### config.mk
export PLATFORM = sky130hd
export DESIGN_NAME = prog_delay_line
export DESIGN_NICKNAME = d
export VERILOG_FILES = /design/src/rtl/prog_delay_line_pkg.sv /design/src/rtl/prog_delay_line_mem.sv /design/src/rtl/prog_delay_line.sv
export SDC_FILE = /design/constraint.sdc
export NUM_CORES = 1
export LEC_CHECK = 0
export CAP_MARGIN = 5
export CORE_UTILIZATION = 55
export CTS_BUF_LIST = sky130_fd_sc_hd__clkbuf_4 sky130_fd_sc_hd__clkbuf_8 sky130_fd_sc_hd__clkbuf_16
export CTS_CLUSTER_DIAMETER = 30
export DETAILED_ROUTE_END_ITERATION = 12
export PLACE_DENSITY_LB_ADDON = 0.2
export SYNTH_ARGS = -nofsm -noshare
export SYNTH_HDL_FRONTEND = slang
export SYNTH_HIERARCHICAL = 1
export SYNTH_SLANG_ARGS = --single-unit
### constraint.sdc
create_clock -name clk -period 3.4 [get_ports clk]
set_clock_uncertainty 0.1 [all_clocks]
set_input_delay 0.85 -clock clk [delete_from_list [all_inputs] [get_ports clk]]
set_output_delay 0.85 -clock clk [all_outputs]
set_load 0.1 [all_outputs]
### src/rtl/prog_delay_line_pkg.sv
// Shared types and helpers for the programmable delay line.
package prog_delay_pkg;

    localparam int DEF_DATA_W    = 24;
    localparam int DEF_MAX_DELAY = 16;

    typedef enum logic {
        REFILL = 1'b0,
        RUN    = 1'b1
    } state_t;

    function automatic int unsigned clamp_delay(input int unsigned sel, input int unsigned max_d);
        return (sel > max_d) ? max_d : sel;
    endfunction

endpackage

### src/rtl/prog_delay_line_mem.sv
// Ring storage for the delay line: synchronous write, asynchronous read.
// Define PROG_DELAY_DATA_RESET_EN to clear the data entries on reset as well.
module dl_ring_mem #(
    parameter int DATA_W = 24,
    parameter int DEPTH  = 16,
    parameter int AW     = 4
) (
    input  logic              clk,
    input  logic              rst,
    input  logic              we,
    input  logic [AW-1:0]     waddr,
    input  logic [DATA_W-1:0] wdata,
    input  logic              wvld,
    input  logic [AW-1:0]     raddr,
    output logic [DATA_W-1:0] rdata,
    output logic              rvld
);

    logic [DATA_W-1:0] data_mem [DEPTH];
    logic [DEPTH-1:0]  vld_mem;

    // Valid bits are always cleared so no pre-reset sample can resurface.
    always_ff @(posedge clk) begin
        if (rst)
            vld_mem <= '0;
        else if (we)
            vld_mem[waddr] <= wvld;
    end

`ifdef PROG_DELAY_DATA_RESET_EN
    always_ff @(posedge clk) begin
        if (rst) begin
            for (int i = 0; i < DEPTH; i++)
                data_mem[i] <= '0;
        end else if (we) begin
            data_mem[waddr] <= wdata;
        end
    end
`else
    // No reset here so the array can map onto shift/distributed RAM.
    always_ff @(posedge clk) begin
        if (we)
            data_mem[waddr] <= wdata;
    end
`endif

    assign rdata = data_mem[raddr];
    assign rvld  = vld_mem[raddr];

endmodule

### src/rtl/prog_delay_line.sv
// Runtime-programmable delay line with clock enable, valid tracking and refill blanking.
// Optional macro PROG_DELAY_DATA_RESET_EN (in dl_ring_mem) also clears stored data on reset.
module prog_delay_line
    import prog_delay_pkg::*;
#(
    parameter  int DATA_W    = DEF_DATA_W,
    parameter  int MAX_DELAY = DEF_MAX_DELAY,
    localparam int DELAY_W   = $clog2(MAX_DELAY + 1)
) (
    input  logic               clk,
    input  logic               rst,
    input  logic               ce,
    input  logic [DELAY_W-1:0] delay_sel,
    input  logic [DATA_W-1:0]  din,
    input  logic               din_valid,
    output logic [DATA_W-1:0]  dout,
    output logic               dout_valid,
    output logic               busy,
    output logic               delay_err
);

    localparam int          AW    = (MAX_DELAY > 1) ? $clog2(MAX_DELAY) : 1;
    localparam logic [31:0] MAX_U = 32'(MAX_DELAY);

    state_t             state, state_nxt;
    logic [AW-1:0]      wptr, rptr;
    logic [DELAY_W-1:0] delay_q, delay_c, fill_cnt, fill_nxt;
    logic [31:0]        sel_ext, raddr_full;
    logic               chg;
    logic [DATA_W-1:0]  mem_data;
    logic               mem_vld;

    assign sel_ext = 32'(delay_sel);
    assign delay_c = DELAY_W'(clamp_delay(sel_ext, MAX_U));
    assign chg     = (delay_c != delay_q);

    always_ff @(posedge clk) begin
        if (rst)
            wptr <= '0;
        else if (ce)
            wptr <= (wptr == AW'(MAX_DELAY - 1)) ? '0 : wptr + 1'b1;
    end

    // delay_q == MAX_DELAY lands on wptr itself: the oldest entry, read before its overwrite.
    assign raddr_full = 32'(wptr) + MAX_U - 32'(delay_q);
    assign rptr       = (raddr_full >= MAX_U) ? AW'(raddr_full - MAX_U) : AW'(raddr_full);

    always_ff @(posedge clk) begin
        if (rst) begin
            state     <= REFILL;
            fill_cnt  <= '0;
            delay_q   <= '0;
            delay_err <= 1'b0;
        end else begin
            delay_q   <= delay_c;
            delay_err <= (sel_ext > MAX_U);
            if (chg) begin
                state    <= REFILL;
                fill_cnt <= '0;
            end else begin
                state    <= state_nxt;
                fill_cnt <= fill_nxt;
            end
        end
    end

    always_comb begin
        state_nxt = state;
        fill_nxt  = fill_cnt;
        case (state)
            REFILL: begin
                if (fill_cnt >= delay_q)
                    state_nxt = RUN;
                else if (ce)
                    fill_nxt = fill_cnt + 1'b1;
            end
            RUN:     state_nxt = RUN;
            default: state_nxt = REFILL;
        endcase
    end

    dl_ring_mem #(
        .DATA_W (DATA_W),
        .DEPTH  (MAX_DELAY),
        .AW     (AW)
    ) u_mem (
        .clk   (clk),
        .rst   (rst),
        .we    (ce),
        .waddr (wptr),
        .wdata (din),
        .wvld  (din_valid),
        .raddr (rptr),
        .rdata (mem_data),
        .rvld  (mem_vld)
    );

    assign dout       = (delay_q == '0) ? din : mem_data;
    assign dout_valid = (state == RUN) & ((delay_q == '0) ? din_valid : mem_vld);
    assign busy       = (state == REFILL);

endmodule

==> qor.yml <==
outcome:
  status: "finished, violations left"
  failed_checks: "setup timing"
sta:
  relSlewSlack_pct: 59.0
  finalCriticalPeriod_ns: 4.14
  hold_violations: 0
  finalSetupViolations: 25
  rsz0062_at_grt: "true"
  worstMarginPinSlew_ns: 0.613
  finalCritPeriodShare_pct: 122
  setup_slack_ns: -0.740
  fmax_mhz: 242
  drv_slew: 0
  setup_tns_ns: -16.95
route:
  wire_per_inst_um: 28.0
  antenna_left: 0
  wirelength_um: 42000
  dr.pass1.iters: 5
  route.detailed.drc: 0
  wl_met3_um: 3650
  wl_met1_um: 15800
  dr_wl_met2_um: 21300
  viasPerCell: 6.24
  top_layer_used: "met4"
  drt_iter0_drc: 1182
  vias: 9352
placed_design:
  gp_congestion: 0.865
  post_dp_cell_area_mm2: 0.0189
  hpwl_um: 21800
  port_buffers: 59
  dpl.cell_count: 1348
grt:
  grt_max_degree: 25
  grt.overflow.total: 0
  grt.total_usage_pct: 28.0
  antenna_found_initial: 0
  grt_pass1_vias: 9970
  grt_pass1_wl_um: 62200
yosys:
  postSynthCellCount: 837
  ys_seq_area_share_pct: 73.9
  synth.largest_area_cell: "edfxtp_1"
  netlist_top_cells_area: "edfxtp_1 70%, mux4_2 14%, dfxtp_1 3.9%"
  async_reset_ff_share_pct: 0
  yosysMostFrequentCell: "edfxtp_1"
  syn-num-nets: 881
  synth_seq_cells: 416
  syn-cell-area_mm2: 0.0165
  synth-edff-count: 384
  avgSynthCellArea_um2: 19.7
  synth_common_cells: "384 x edfxtp_1, 100 x mux4_2, 50 x a22oi_1"
  ys.flop_type: "edfxtp_1"
  synth_top_area_share_pct: 70.0
  netlist-cell-type-count: 46
  yosys_warnings: 6
clock_tree:
  numCtsBuffers: 75
  cts_sinks: 416
  htreeDepth: 3
  clock_latency_ns: 0.56
  cts_tree: "done"
  cts_max_path_buffers: 3
  clock-root-buffer: "clkbuf_16"
  clk_pin_slew_ns: 0.05
critical_path:
  crit_path_max_fanout: 10
  critical_path_class: "register to primary output"
  startpoint_type: "register"
  crit_required_ns: 2.45
  cp.arrival_ns: 3.19
  end_kind: "primary output"
power:
  ir_worst_vdd_v: 0.000658
  total_power_mw: 15.8
  power_density_mw_per_mm2: 719
  leakagePower_nw: 7.47
floorplan:
  rows: 63
  initial_core_util_pct: 55.8
  num_io_pins: 60
  core_region_area_mm2: 0.0296
  die_area_mm2: 0.0307
  die_height_um: 175
  die_w_um: 175
final_layout:
  num_antenna_cells: 0
  final-instance-count-excl-fill: 1499
  nNetsFinal: 1091
  syn_to_final_growth_pct: 33.6
  stdcell_area_mm2: 0.0220
  finish.utilization_pct: 74.5
  drive_gt1_share_pct: 44.0
flow_run:
  max_cap_viol_count: 0
min_path:
  hp-class: "register to register"
cells by family after synthesis:
logic type	count (synthesis)	synth area share [%]
flip-flops	416	73.9
AND/OR/NAND/NOR	115	3.57
multiplexers	127	15.5
AO/OA/AOI/OAI	104	4.11
XOR/XNOR	7	0.372
buffers and inverters	57	1.72
adder cells (fa/ha/maj)	11	0.881
state kept, by name, indices dropped and copies added (netlist names):
name            count
u_mem/vld_mem      16
fill_cnt            5
wptr                4
delay_q             5
state               1
u_mem/data_mem    384
delay_err           1
area by class of cell:
cell class              instances  area, um2
clock inverters                56        647
repair buffers                177       2210
well taps                     390        488
fillers                      1580       7540
flip-flops and latches        416      12200
inverters                      13       61.3
multi-input cells             364       4440
clock buffers                  83       1990
critical path, cell delays in order (launching register included):
cell and delay (ns):
dfxtp_4 0.35, inv_4 0.06, ha_4 0.13, buf_4 0.10, inv_1 0.04, a21o_1 0.20
a21oi_2 0.16, xnor2_1 0.11, buf_4 0.17, and2_1 0.20, buf_12 0.18, buf_6 0.17
a22oi_2 0.19, nand2_2 0.10, mux2_4 0.30, buf_12 0.17
placed cells by master, fill, tap and decap left out, types with 16 or more instances in the layout:
cell type | Yosys | layout
a22oi_2 | 0 | 43
buf_12 | 0 | 57
mux2_4 | 0 | 24
nand3_1 | 16 | 16
o21ai_0 | 21 | 21
dfxtp_1 | 32 | 30
nand2_1 | 34 | 31
a21oi_1 | 25 | 24
clkdlybuf4s50_1 | 0 | 32
buf_4 | 6 | 78
mux4_2 | 100 | 100
nor2_2 | 1 | 16
edfxtp_1 | 384 | 384
clkbuf_16 | 0 | 79
per-stage QoR:
step | hold slack, ns | worst slack, ns
finish | 0.380 | -0.740
global route | 0.389 | -0.826
CTS | 0.375 | -0.787
detailed placement | 0.369 | -0.232
global placement | 0.362 | -0.216
floorplan | 0.351 | 0.0201
report_power, final:
part / total [mW] / internal, mW / switching, mW
Combinational: 2.50 / 1.10 / 1.40
Clock: 7.67 / 4.99 / 2.68
Sequential: 5.67 / 5.65 / 0.0186
Total: 15.8 / 11.7 / 4.09
layer usage:
layer / vias to the layer above / GRT usage, %
li1: 3905 / -
met1: 4840 / 37.4
met2: 514 / 46.9
met3: 93 / 4.87
met4: 0 / 9.89
met5: - / 0
path summary, 6_finish.rpt:
check	start	endpoint	slack [ns]	cells after the start
setup reg to reg	delay_q[3]	fill_cnt[3]	1.26	7
hold reg to reg	u_mem/vld_mem[14]	u_mem/vld_mem[14]	0.38	2
hold / removal	u_mem/vld_mem[14]	u_mem/vld_mem[14]	0.38	2
setup / recovery	wptr[0]	dout[18]	-0.74	15
repair_timing:
item                       4_1_cts  5_1_grt
pin swaps                       42       10
setup endpoints to repair       25       25
hold buffers                     0        0
setup buffers                    5        5
gates resized for setup         56       14
gates cloned                     3        1
Note: power is estimated with default switching activity, not from simulation.
